**src/rtl/regfile_wb_arbiter.sv**
```systemverilog
// rtl/regfile_wb_arbiter.sv - three-way round-robin writeback arbiter with a register scoreboard
module regfile_wb_arbiter #(
  parameter int DATA_W = 32,
  parameter int ADDR_W = 5
) (
  input  logic              clk,
  input  logic              reset,
  input  logic              req0_valid,
  input  logic [ADDR_W-1:0] req0_addr,
  input  logic [DATA_W-1:0] req0_data,
  output logic              req0_ready,
  input  logic              req1_valid,
  input  logic [ADDR_W-1:0] req1_addr,
  input  logic [DATA_W-1:0] req1_data,
  output logic              req1_ready,
  input  logic              req2_valid,
  input  logic [ADDR_W-1:0] req2_addr,
  input  logic [DATA_W-1:0] req2_data,
  output logic              req2_ready,
  input  logic              issue_valid,
  input  logic [ADDR_W-1:0] issue_addr,
  output logic              regWriteEn,
  output logic [ADDR_W-1:0] regWriteAddr,
  output logic [DATA_W-1:0] regWriteData,
  output logic [31:0]       busy,
  output logic [1:0]        grant_id
);

  logic [1:0]        rr_q, rr_d;
  logic [31:0]       busy_q, busy_d;
  logic              wr_en_q, wr_en_d;
  logic [ADDR_W-1:0] wr_addr_q, wr_addr_d;
  logic [DATA_W-1:0] wr_data_q, wr_data_d;

  logic              gnt_any;
  logic [1:0]        gnt_idx;
  logic [ADDR_W-1:0] gnt_addr;
  logic [DATA_W-1:0] gnt_data;
  logic [31:0]       set_mask, clr_mask;

  // Search order starts at rr_q; grants are suppressed entirely while in reset.
  always_comb begin
    gnt_any = 1'b0;
    gnt_idx = 2'b11;
    case (rr_q)
      2'd1: begin
        if (req1_valid)      begin gnt_any = 1'b1; gnt_idx = 2'd1; end
        else if (req2_valid) begin gnt_any = 1'b1; gnt_idx = 2'd2; end
        else if (req0_valid) begin gnt_any = 1'b1; gnt_idx = 2'd0; end
      end
      2'd2: begin
        if (req2_valid)      begin gnt_any = 1'b1; gnt_idx = 2'd2; end
        else if (req0_valid) begin gnt_any = 1'b1; gnt_idx = 2'd0; end
        else if (req1_valid) begin gnt_any = 1'b1; gnt_idx = 2'd1; end
      end
      default: begin
        if (req0_valid)      begin gnt_any = 1'b1; gnt_idx = 2'd0; end
        else if (req1_valid) begin gnt_any = 1'b1; gnt_idx = 2'd1; end
        else if (req2_valid) begin gnt_any = 1'b1; gnt_idx = 2'd2; end
      end
    endcase
    if (reset) begin
      gnt_any = 1'b0;
      gnt_idx = 2'b11;
    end
  end

  always_comb begin
    gnt_addr = req0_addr;
    gnt_data = req0_data;
    case (gnt_idx)
      2'd1: begin gnt_addr = req1_addr; gnt_data = req1_data; end
      2'd2: begin gnt_addr = req2_addr; gnt_data = req2_data; end
      default: begin gnt_addr = req0_addr; gnt_data = req0_data; end
    endcase
  end

  assign req0_ready = gnt_any && (gnt_idx == 2'd0);
  assign req1_ready = gnt_any && (gnt_idx == 2'd1);
  assign req2_ready = gnt_any && (gnt_idx == 2'd2);
  assign grant_id   = gnt_idx;

  always_comb begin
    rr_d      = rr_q;
    wr_en_d   = 1'b0;
    wr_addr_d = wr_addr_q;
    wr_data_d = wr_data_q;
    if (gnt_any) begin
      rr_d = (gnt_idx == 2'd2) ? 2'd0 : gnt_idx + 2'd1;
      if (gnt_addr != '0) begin
        wr_en_d   = 1'b1;
        wr_addr_d = gnt_addr;
        wr_data_d = gnt_data;
      end
    end
  end

  // Clear is applied before set so an issue in the same cycle keeps the bit high.
  always_comb begin
    set_mask = '0;
    clr_mask = '0;
    if (issue_valid && issue_addr != '0) set_mask = 32'd1 << issue_addr;
    if (gnt_any && gnt_addr != '0)       clr_mask = 32'd1 << gnt_addr;
    busy_d    = (busy_q & ~clr_mask) | set_mask;
    busy_d[0] = 1'b0;
  end

  always_ff @(posedge clk or posedge reset) begin
    if (reset) begin
      rr_q      <= 2'd0;
      busy_q    <= '0;
      wr_en_q   <= 1'b0;
      wr_addr_q <= '0;
      wr_data_q <= '0;
    end else begin
      rr_q      <= rr_d;
      busy_q    <= busy_d;
      wr_en_q   <= wr_en_d;
      wr_addr_q <= wr_addr_d;
      wr_data_q <= wr_data_d;
    end
  end

  assign regWriteEn   = wr_en_q;
  assign regWriteAddr = wr_addr_q;
  assign regWriteData = wr_data_q;
  assign busy         = busy_q;

endmodule

```
**config.mk**
```make
export PLATFORM = sky130hd
export DESIGN_NAME = regfile_wb_arbiter
export DESIGN_NICKNAME = d
export VERILOG_FILES = /design/src/rtl/regfile_wb_arbiter.sv
export SDC_FILE = /design/constraint.sdc
export NUM_CORES = 1
export LEC_CHECK = 0
export ABC_CLOCK_PERIOD_IN_PS = 3000
export BUFFER_PORTS_ARGS = -buffer_cell sky130_fd_sc_hd__clkbuf_2
export CAP_MARGIN = 10
export CORE_MARGIN = 5
export CORE_UTILIZATION = 41
export DETAILED_ROUTE_END_ITERATION = 7
export PLACE_DENSITY = 0.74
export SYNTH_ARGS = -nofsm -noshare
export SYNTH_HDL_FRONTEND = slang
export SYNTH_SLANG_ARGS = --single-unit
```
**constraint.sdc**
```tcl
create_clock -name clk -period 3 [get_ports clk]
set_input_delay 0.45 -clock clk [delete_from_list [all_inputs] [get_ports clk]]
set_output_delay 0.45 -clock clk [all_outputs]
set_load 0.02 [all_outputs]
```
==> results of run 1 <==
metrics by stage:
stage	hold slack, ps	setup slack [ps]	area [um^2]	TNS [ps]	cells
2_1_floorplan	571	14.7	3850	0	376
3_3_place_gp	478	16.9	5040	0	680
3_5_place_dp	489	-102	5040	-2450	680
4_1_cts	234	-20.0	5290	-27.7	699
5_1_grt	302	-72.5	5560	-1830	710
6_report	242	46.4	5560	0	710
cells in the mapped netlist, types with 2 or more instances:
library cell	count	share of area (%)
a21o_2	3	0.69
a21oi_1	38	5.0
a22o_1	4	0.92
a22oi_1	33	6.5
a22oi_2	4	1.3
and2_1	3	0.49
buf_1	2	0.20
buf_2	4	0.52
buf_6	4	1.2
clkbuf_1	13	1.3
dfrtp_1	71	46
ha_1	7	2.3
inv_1	7	0.69
mux2_1	3	0.88
mux2_4	29	11
nand2_1	4	0.39
nand2b_1	2	0.33
nand3_1	10	1.3
nand3b_1	4	0.78
nor2_1	38	3.7
nor3_1	6	0.78
o21ai_0	34	4.4
o21ai_1	29	3.8
o31ai_1	3	0.59
or2_2	5	0.82
or3_1	2	0.33
or3b_1	2	0.46
layer usage:
metal	wire length, um	up-vias
li1	-	1815
met1	5450	1847
met2	6350	200
met3	1150	31
met4	333	0
met5	0	-
registers in the layout, indices dropped and copies added (netlist names):
name,cells
regWriteData,32
regWriteEn,1
busy,31
rr_q,2
regWriteAddr,5
where the power goes:
part           internal (mW)  switching [mW]  leakage [nW]
clock network          0.385           0.388        0.0992
logic                   1.73            2.12          1.75
registers               1.45           0.295         0.856
worst max-delay path: cells and delay by family, from the launching register on:
family,cells,cell delay [ps]
buffers and inverters,6,710
AO/OA/AOI/OAI,3,530
AND/OR/NAND/NOR,4,510
flip-flops,1,400
adder cells (fa/ha/maj),2,390
multiplexers,1,300
worst max path at each step:
stage	start	end	slack, ps	cells past startpoint
2_1_floorplan	rr_q[0]	regWriteData[10]	10	15
3_3_place_gp	rr_q[1]	busy[30]	20	12
3_5_place_dp	rr_q[0]	regWriteData[29]	-100	15
5_1_grt	rr_q[0]	regWriteData[12]	-70	15
6_report	rr_q[0]	regWriteData[21]	50	16
4_1_cts	rr_q[0]	regWriteData[29]	-20	15
repair_timing:
item                                    CTS  global route
pin swaps                                 3             7
gates cloned                              0             3
setup buffers                             3             8
endpoints found under the setup margin   53            66
resized for setup                         9            31
cell type report:
class | instances | area, um^2 | share of cell area, %
Clock inverter | 7 | 73.8 | 1.33
Clock buffer | 9 | 124 | 2.23
Inverter | 8 | 35.0 | 0.630
Tap cell | 111 | 139 | 2.50
Multi-Input combinational cell | 273 | 2070 | 37.2
Timing Repair Buffer | 231 | 1340 | 24.1
Sequential cell | 71 | 1780 | 32.0
kinds of logic (layout without fill, tap and decap cells):
family	count (synthesis)	count (layout)	share of synthesized area (%)
mux	33	33	12.5
flops	71	71	46.4
buf+inv	32	255	4.15
fa+ha+maj	7	7	2.29
simple gates	81	81	10.4
other cells	1	1	0.0980
compound gates	151	151	24.1
==> results.tsv, run 1 <==
stage	metric	value	unit
run_status	outcome	finished clean	
sta	Rel. slew slack	55.6	%
final_layout	diodes inserted	0	
synth	synth unique cells	39	
sta	minimum clock period	2950	ps
setup_path	RR Endpoint	regWriteData[21]	
global_routing	GRT met1 Usage	26.6	%
sta	FMAX	339	MHz
synth	EDFF count, synth	0	
power_and_ir_drop	Power Dens Cells	1150	nW/um^2
synth	Post-Syn Nets	505	
global_routing	met3 Use GR	6.20	%
global_routing	initial antenna violation count	0	
synth	Post-Syn Instances	376	
detailed_routing	Final ANT Viol Nets	0	
final_layout	Area growth syn-to-layout	45.3	%
final_layout	layout cells sized above 1	53.9	%
setup_path	reg2reg setup slack	50	ps
final_layout	most frequent cells in the layout	clkbuf_2, dfrtp_1, a21oi_1, nor2_1, o21ai_0	
sta	Final Hold Viols	0	
global_routing	GR Util met2	36.6	%
clock_network	CTS tree	yes	
setup_path	WP data arrival	3190	ps
detailed_routing	DR iter-0 viols	246	
detailed_routing	wire length per cell	18.7	um
floorplan	die area	11400	um^2
global_routing	total grt overflow	0	
run	max_cap viols	0	
setup_path	critical path data required time	3240	ps
clock_network	CTS sink count	71	
setup_path	slowest CP cell	dfrtp_1	
placed_design	RD Place Congestion	0.874	
clock_network	clock latency on the worst-skew pair	340	ps
synth	Yosys warning count	0	
sta	pins over their slew limit	0	
setup_path	cells along the critical path	inv_2, ha_4, nor3_4, nor3_2, nor3_2, buf_4, inv_4, ha_4, buf_6, a22oi_2, a21o_2, nand3_4, o21ai_4, inv_4, clkbuf_16, mux2_4	
floorplan	die extent in y	107	um
final_layout	nets@finish	723	
clock_network	# hold bufs at CTS	0	
final_layout	fillers	783	
floorplan	Core ar.	9150	um^2
floorplan	starting density of the core	41.8	%
final_layout	Layout Utilization	60.7	%
power_and_ir_drop	Power Total	6.37	mW
clock_network	H-tree depth	3	
setup_path	CP Class	register to register	
clock_network	clk slew on worst S/H paths	80	ps
setup_path	CP Launch Type	register	
synth	fraction of registers with async set/reset	100	%
global_routing	first-pass GRT wire length	19900	um
global_routing	vias in the first global route	3927	
final_layout	commonest non-fill, non-tap cell in the layout	clkbuf_2	
setup_path	CP Max Fanout	6	
setup_path	CP Capture Type	register	
detailed_routing	Routed WL	13300	um
synth	number of synthesized register bits	71	
hold_path	worst hold path type	input pin to async pin	
sta	final setup fails	0	
synth	Syn Area/Cell	10.2	um^2
power_and_ir_drop	Leakage	2.70	nW
global_routing	pin count of the biggest net entering global routing	65	
sta	fin crit share	98.5	%
floorplan	FP Rows	35	
synth	synthesized area	3830	um^2
detailed_routing	Vias/cell	5.48	
synth	Post-synth top flop	dfrtp_1	
placed_design	PortBufs	195	
setup_path	Max stage delay on crit path	400	ps
setup_path	r2r startpoint	rr_q[0]	
detailed_routing	Post-route DRC	0	
clock_network	Root Driver	clkbuf_8	
setup_path	Reg2Reg Depth	16	
clock_network	TritonCTS buffer count	9	
floorplan	IO Pins	197	
sta	RSZ-0062 raised after global routing	true	
detailed_routing	DRT Pass-1 Iters	4	
clock_network	maximum buffer depth of the clock tree	2	
sta	Tightest Pin Transition	663	ps
sta	skew final	8.90	ps
global_routing	Overall Global Routing Usage	22.0	%
detailed_routing	vias	3893	
power_and_ir_drop	worst vdd ir	620	uV
synth	register area share after synthesis	46.4	%
floorplan	width of the die	107	um
global_routing	global route hottest layer	met2	
placed_design	dpl hpwl	9900	um
Power figures use the tool's default switching activity.
==> inputs of run 2 (changes only) <==
Settings changed: RECOVER_POWER set to 25.
==> run 2 against run 1 <==
Against the previous run: clock power hardly changed; power is essentially flat; global-route usage unchanged; via count up 0.44%; cell area is 0.27% lower; sequential share of layout area increased by 0.087 points; worst setup slack is essentially flat; critical endpoint unchanged; maximum frequency about the same; die area stayed put; clock skew hardly changed; utilization down 0.16 points.
==> results.tsv, run 2 (synthesis results as in run 1) <==
stage	metric	value	unit
placed_design	cell total after placement	680	
sta	fin crit share	98.5	%
clock_network	Root Driver	clkbuf_8	
final_layout	Layout Utilization	60.6	%
final_layout	nets@finish	723	
placed_design	RD Place Congestion	0.874	
power_and_ir_drop	register share of total power	27.4	%
sta	final setup fails	0	
global_routing	total grt overflow	0	
detailed_routing	DRT Pass-1 Iters	4	
clock_network	maximum buffer depth of the clock tree	2	
setup_path	delay-heaviest family, CP	buffers and inverters	
sta	Rel. slew slack	26.0	%
clock_network	CTS tree	yes	
global_routing	pin count of the biggest net entering global routing	65	
final_layout	Area growth syn-to-layout	44.9	%
power_and_ir_drop	Comb power frac	60.4	%
clock_network	CTS sink count	71	
run_status	outcome	finished clean	
clock_network	clock latency on the worst-skew pair	340	ps
floorplan	die area	11400	um^2
setup_path	WP data arrival	3190	ps
placed_design	dpl ws	-102	ps
global_routing	Overall Global Routing Usage	22.0	%
global_routing	met3 Use GR	6.20	%
setup_path	slowest CP cell	dfrtp_1	
global_routing	initial antenna violation count	0	
setup_path	CP Class	register to register	
detailed_routing	wire length per cell	18.7	um
detailed_routing	Routed WL	13300	um
setup_path	CP Max Fanout	6	
global_routing	vias in the first global route	3927	
sta	skew final	8.68	ps
final_layout	layout cells sized above 1	53.8	%
power_and_ir_drop	switching pwr	2.81	mW
global_routing	first-pass GRT wire length	19900	um
clock_network	TritonCTS buffer count	9	
floorplan	die extent in y	107	um
power_and_ir_drop	Clk pwr share	12.1	%
power_and_ir_drop	Int Power	3.56	mW
sta	FMAX	339	MHz
floorplan	starting density of the core	41.8	%
clock_network	clk slew on worst S/H paths	80	ps
final_layout	max reg flops	32	
setup_path	Max stage delay on crit path	400	ps
global_routing	GR Util met2	36.6	%
placed_design	dpl hpwl	9900	um
floorplan	IO Pins	197	
detailed_routing	Vias/cell	5.51	
sta	minimum clock period	2950	ps
setup_path	cells along the critical path	inv_2, ha_4, nor3_4, nor3_2, nor3_2, buf_4, inv_4, ha_4, buf_6, a22oi_2, a21o_2, nand3_4, o21ai_4, inv_4, clkbuf_16, mux2_4	
placed_design	PortBufs	195	
sta	RSZ-0062 raised after global routing	true	
sta	pins over their slew limit	0	
final_layout	diodes inserted	0	
final_layout	fin cells	710	
setup_path	CP Launch Type	register	
detailed_routing	Final ANT Viol Nets	0	
hold_path	worst hold path type	input pin to async pin	
global_routing	global route hottest layer	met2	
clock_network	H-tree depth	3	
detailed_routing	vias	3910	
detailed_routing	Post-route DRC	0	
final_layout	commonest non-fill, non-tap cell in the layout	clkbuf_2	
floorplan	width of the die	107	um
power_and_ir_drop	Leakage	2.70	nW
sta	Setup TNS	0	ps
setup_path	CP Capture Type	register	
sta	post-route worst setup slack	46.1	ps
final_layout	most frequent cells in the layout	clkbuf_2, dfrtp_1, a21oi_1, nor2_1, o21ai_0	
floorplan	Core ar.	9150	um^2
setup_path	WP buf/inv	6	
sta	Tightest Pin Transition	1110	ps
power_and_ir_drop	worst vdd ir	620	uV
setup_path	critical path data required time	3230	ps
detailed_routing	DR iter-0 viols	256	
global_routing	GRT met1 Usage	26.6	%
power_and_ir_drop	Sw Ratio	44.1	%
sta	Final Hold Viols	0	
floorplan	FP Rows	35	
power_and_ir_drop	Power Dens Cells	1150	nW/um^2
run	max_cap viols	0	
-- run 2: path summary, 6_finish.rpt --
check	end	cells past startpoint	slack, ps	from
hold reg to reg	busy[18]	2	510	busy[18]
min in group clk	regWriteData[31]	4	480	req0_data[31]
setup / recovery	regWriteData[21]	16	50	rr_q[0]
max in group asynchronous	regWriteData[1]	3	900	reset
hold / removal	rr_q[0]	2	440	reset
setup reg to reg	regWriteData[21]	16	50	rr_q[0]
-- run 2: timing repair --
action | 4_1_cts | 5_1_grt
hold buffers | 0 | 0
gates resized for setup | 9 | 31
buffers inserted | 3 | 8
pin swaps | 3 | 7
cloned | 0 | 3
setup endpoints to repair | 53 | 66
-- run 2: through the flow --
stage               instance area (um^2)  hold slack, ps  total power [mW]
finish                              5540             438              6.37
floorplan                           3850             571              4.03
global route                        5540             492              6.79
detailed placement                  5040             489              5.20
CTS                                 5290             234              6.07
global placement                    5040             478              5.12
-- run 2: final cells by class --
| class | instances | area, um^2 |
|---|---|---|
| clock buffer | 9 | 124 |
| clock inverter | 7 | 73.8 |
| fill | 785 | 3610 |
| inverter | 8 | 35.0 |
| multi-input combinational | 273 | 2070 |
| sequential | 71 | 1780 |
| tap | 111 | 139 |
| timing repair buffer | 231 | 1330 |
-- run 2: metal layers --
metal | part of all wire, % | vias to the layer above | routed length, um
met1 | 41 | 1865 | 5440
met2 | 48 | 199 | 6350
met3 | 8.8 | 29 | 1170
li1 | - | 1817 | -
met4 | 2.4 | 0 | 317
met5 | 0 | - | 0
-- run 2: power groups by stage --
stage | Combinational [mW] | Sequential [mW] | Clock (mW)
after floorplan | 1.75 | 2.28 | 0
after global placement | 3.38 | 1.75 | 0
after detailed placement | 3.46 | 1.74 | 0
after CTS | 3.54 | 1.74 | 0.793
after global routing | 4.16 | 1.80 | 0.827
final | 3.85 | 1.75 | 0.773
-- run 2: worst register-to-register path: cells and delay by family, from the launching register on --
kind / cells / cell delay (ps)
flops: 1 / 400
simple gates: 4 / 510
compound gates: 3 / 530
buf+inv: 6 / 720
fa+ha+maj: 2 / 390
mux: 1 / 300
==> inputs of run 3 (changes only) <==
--- a/config.mk
+++ b/config.mk
@@ -10,7 +10,7 @@
 export CAP_MARGIN = 10
 export CORE_MARGIN = 5
-export CORE_UTILIZATION = 41
+export CORE_UTILIZATION = 25
 export DETAILED_ROUTE_END_ITERATION = 7
-export PLACE_DENSITY = 0.74
+export PLACE_DENSITY = 0.61
 export RECOVER_POWER = 25
 export SYNTH_ARGS = -nofsm -noshare
==> constraint.sdc (replaced) <==
create_clock -name clk -period 3 [get_ports clk]
set_input_delay 0.45 -clock clk [delete_from_list [all_inputs] [get_ports clk]]
set_output_delay 0.45 -clock clk [all_outputs]
set_load 0.1 [all_outputs]
==> run 3 against run 2 <==
Against the previous run: the run now ends with capacitance limit, slew limit, setup timing left; via count fell by 3.5%; die area rose by 57%; sequential share of layout area fell by 0.84 points; non-clock buffer count fell by 6; flip-flop and latch count did not move; critical path depth fell by 3; global-route usage fell by 8.0 points; register-to-register slack got worse by 140 ps; clock skew rose by 3.2 ps; cell count rose by 10%; maximum frequency fell by 4.4%.
==> results.tsv, run 3 (synthesis results as in run 1) <==
stage	metric	value	unit
final_layout	Area growth syn-to-layout	48.8	%
placed_design	RD Place Congestion	0.849	
hold_path	hold path start	req0_data[30]	
global_routing	total grt overflow	0	
clock_network	maximum buffer depth of the clock tree	2	
detailed_routing	DR iter-0 viols	147	
run_status	outcome	finished, violations left	
clock_network	clk slew on worst S/H paths	60	ps
floorplan	die area	17900	um^2
final_layout	nets@finish	718	
detailed_routing	Final ANT Viol Nets	0	
detailed_routing	Routed WL	13200	um
detailed_routing	vias	3773	
floorplan	FP Rows	45	
global_routing	met3 Use GR	5.17	%
sta	pins over their slew limit	73	
run	max_cap viols	2	
floorplan	Core ar.	15100	um^2
setup_path	WP buf/inv	3	
sta	FMAX	324	MHz
detailed_routing	Post-route DRC	0	
setup_path	critical path's most frequent cell	ha_4	
sta	RSZ-0062 raised after global routing	true	
global_routing	first-pass GRT wire length	20000	um
clock_network	TritonCTS buffer count	9	
global_routing	GRT met1 Usage	16.5	%
sta	Rel. slew slack	-31.9	%
placed_design	dpl hpwl	9820	um
final_layout	fillers	1487	
final_layout	most frequent cells in the layout	clkbuf_2, dfrtp_1, o21ai_1, nor2_1, a21oi_1	
sta	minimum clock period	3090	ps
global_routing	GR Util met2	24.1	%
clock_network	CTS tree	yes	
placed_design	PortBufs	195	
global_routing	pin count of the biggest net entering global routing	65	
setup_path	delay-heaviest family, CP	compound AO/OA/AOI/OAI gates	
setup_path	r2r startpoint	rr_q[0]	
final_layout	layout cells sized above 1	52.0	%
sta	skew final	11.9	ps
floorplan	starting density of the core	25.4	%
clock_network	# hold bufs at CTS	0	
global_routing	vias in the first global route	3833	
global_routing	Overall Global Routing Usage	14.1	%
detailed_routing	wire length per cell	16.8	um
sta	final setup fails	32	
clock_network	H-tree depth	3	
sta	Final Hold Viols	0	
floorplan	width of the die	134	um
final_layout	max reg flops	32	
clock_network	clock latency on the worst-skew pair	330	ps
final_layout	diodes inserted	0	
global_routing	initial antenna violation count	1	
setup_path	WP data arrival	3290	ps
sta	post-route worst setup slack	-90.2	ps
floorplan	IO Pins	197	
final_layout	Layout Utilization	37.7	%
global_routing	global route hottest layer	met2	
setup_path	cells along the critical path	inv_2, ha_4, mux2i_1, a21oi_1, o31a_1, clkinvlp_4, ha_4, a22oi_2, a21oi_2, or2_1, o21ai_4, bufinv_16, mux2_1	
sta	fin crit share	103	%
setup_path	CP Max Fanout	17	
setup_path	Max stage delay on crit path	390	ps
detailed_routing	Vias/cell	4.82	
setup_path	critical path data required time	3200	ps
setup_path	CP Launch Type	register	
floorplan	die extent in y	134	um
clock_network	Root Driver	clkbuf_16	
setup_path	Crit. Startpoint	rr_q[0]	
hold_path	worst hold path type	input pin to register	
detailed_routing	DRT Pass-1 Iters	5	
clock_network	CTS sink count	71	
sta	Tightest Pin Transition	1980	ps
run_status	failing checks	capacitance limit, slew limit, setup timing	
setup_path	slowest CP cell	dfrtp_1	
final_layout	commonest non-fill, non-tap cell in the layout	clkbuf_2	
setup_path	CP Capture Type	register	
setup_path	CP Class	register to register	
[run 3: cell count changes in the layout (fill, tap and decap cells not counted), moves of 3 or more]
cell | previous run | this run
clkbuf_16 | 2 | 10
nor2_2 | 3 | 0
o21ai_1 | 29 | 39
o21ai_0 | 34 | 23
clkbuf_8 | 9 | 0
buf_6 | 6 | 0
nor2_1 | 34 | 38
[run 3: stage by stage]
stage                     area (um^2)  TNS (ps)  std cells  setup WS [ps]  hold slack [ps]
after floorplan                  3900    -18840        376           -463              561
after global placement           5120         0        752           26.0              471
after detailed placement         5120     -2790        752           -124              482
after CTS                        5580    -0.606        775         -0.606              294
after global routing             5690     -6800        782           -231              511
final                            5690     -1230        782          -90.2              490
[run 3: path summary, 6_finish.rpt]
check                                   end  slack [ps]  depth (start not counted)
max                        regWriteData[29]         -90                         13
max reg2reg                regWriteData[29]         -90                         13
min in group asynchronous           rr_q[1]         840                          3
max in group asynchronous           busy[6]         940                          3
min reg2reg                regWriteData[30]         500                          1
min                        regWriteData[30]         490                          4
[run 3: cell type report]
type	instances	area, um^2	area share (%)
multi-input cells	273	2010	35.3
flip-flops and latches	71	1780	31.2
repair buffers	225	1270	22.4
well taps	188	235	4.13
clock buffers	9	225	3.96
clock inverters	7	95.1	1.67
inverters	8	60.1	1.05
repair inverters	1	16.3	0.286
[run 3: worst reg2reg max path, stage by stage (launching register included)]
cell        delay (ps)
dfrtp_1            390
inv_2               80
ha_4               220
mux2i_1            120
a21oi_1            180
o31a_1             270
clkinvlp_4         170
ha_4               220
a22oi_2            180
a21oi_2             80
or2_1              260
o21ai_4            210
bufinv_16          240
mux2_1             340
[run 3: routing by layer]
layer | wire length [um] | part of all wire, %
met1 | 5460 | 41
met2 | 6340 | 48
met3 | 1150 | 8.7
met4 | 204 | 1.5
met5 | 11 | 0.083
[run 3: timing repair]
item	in CTS	in global routing
gates resized for setup	14	16
setup endpoints to repair	36	67
pin swaps	3	3
cloned	1	1
buffers inserted	6	6
Power of run 3 is left out: the tool's default activity adds up to more than one toggle a clock period on the data nets, which glitch-free logic cannot reach.
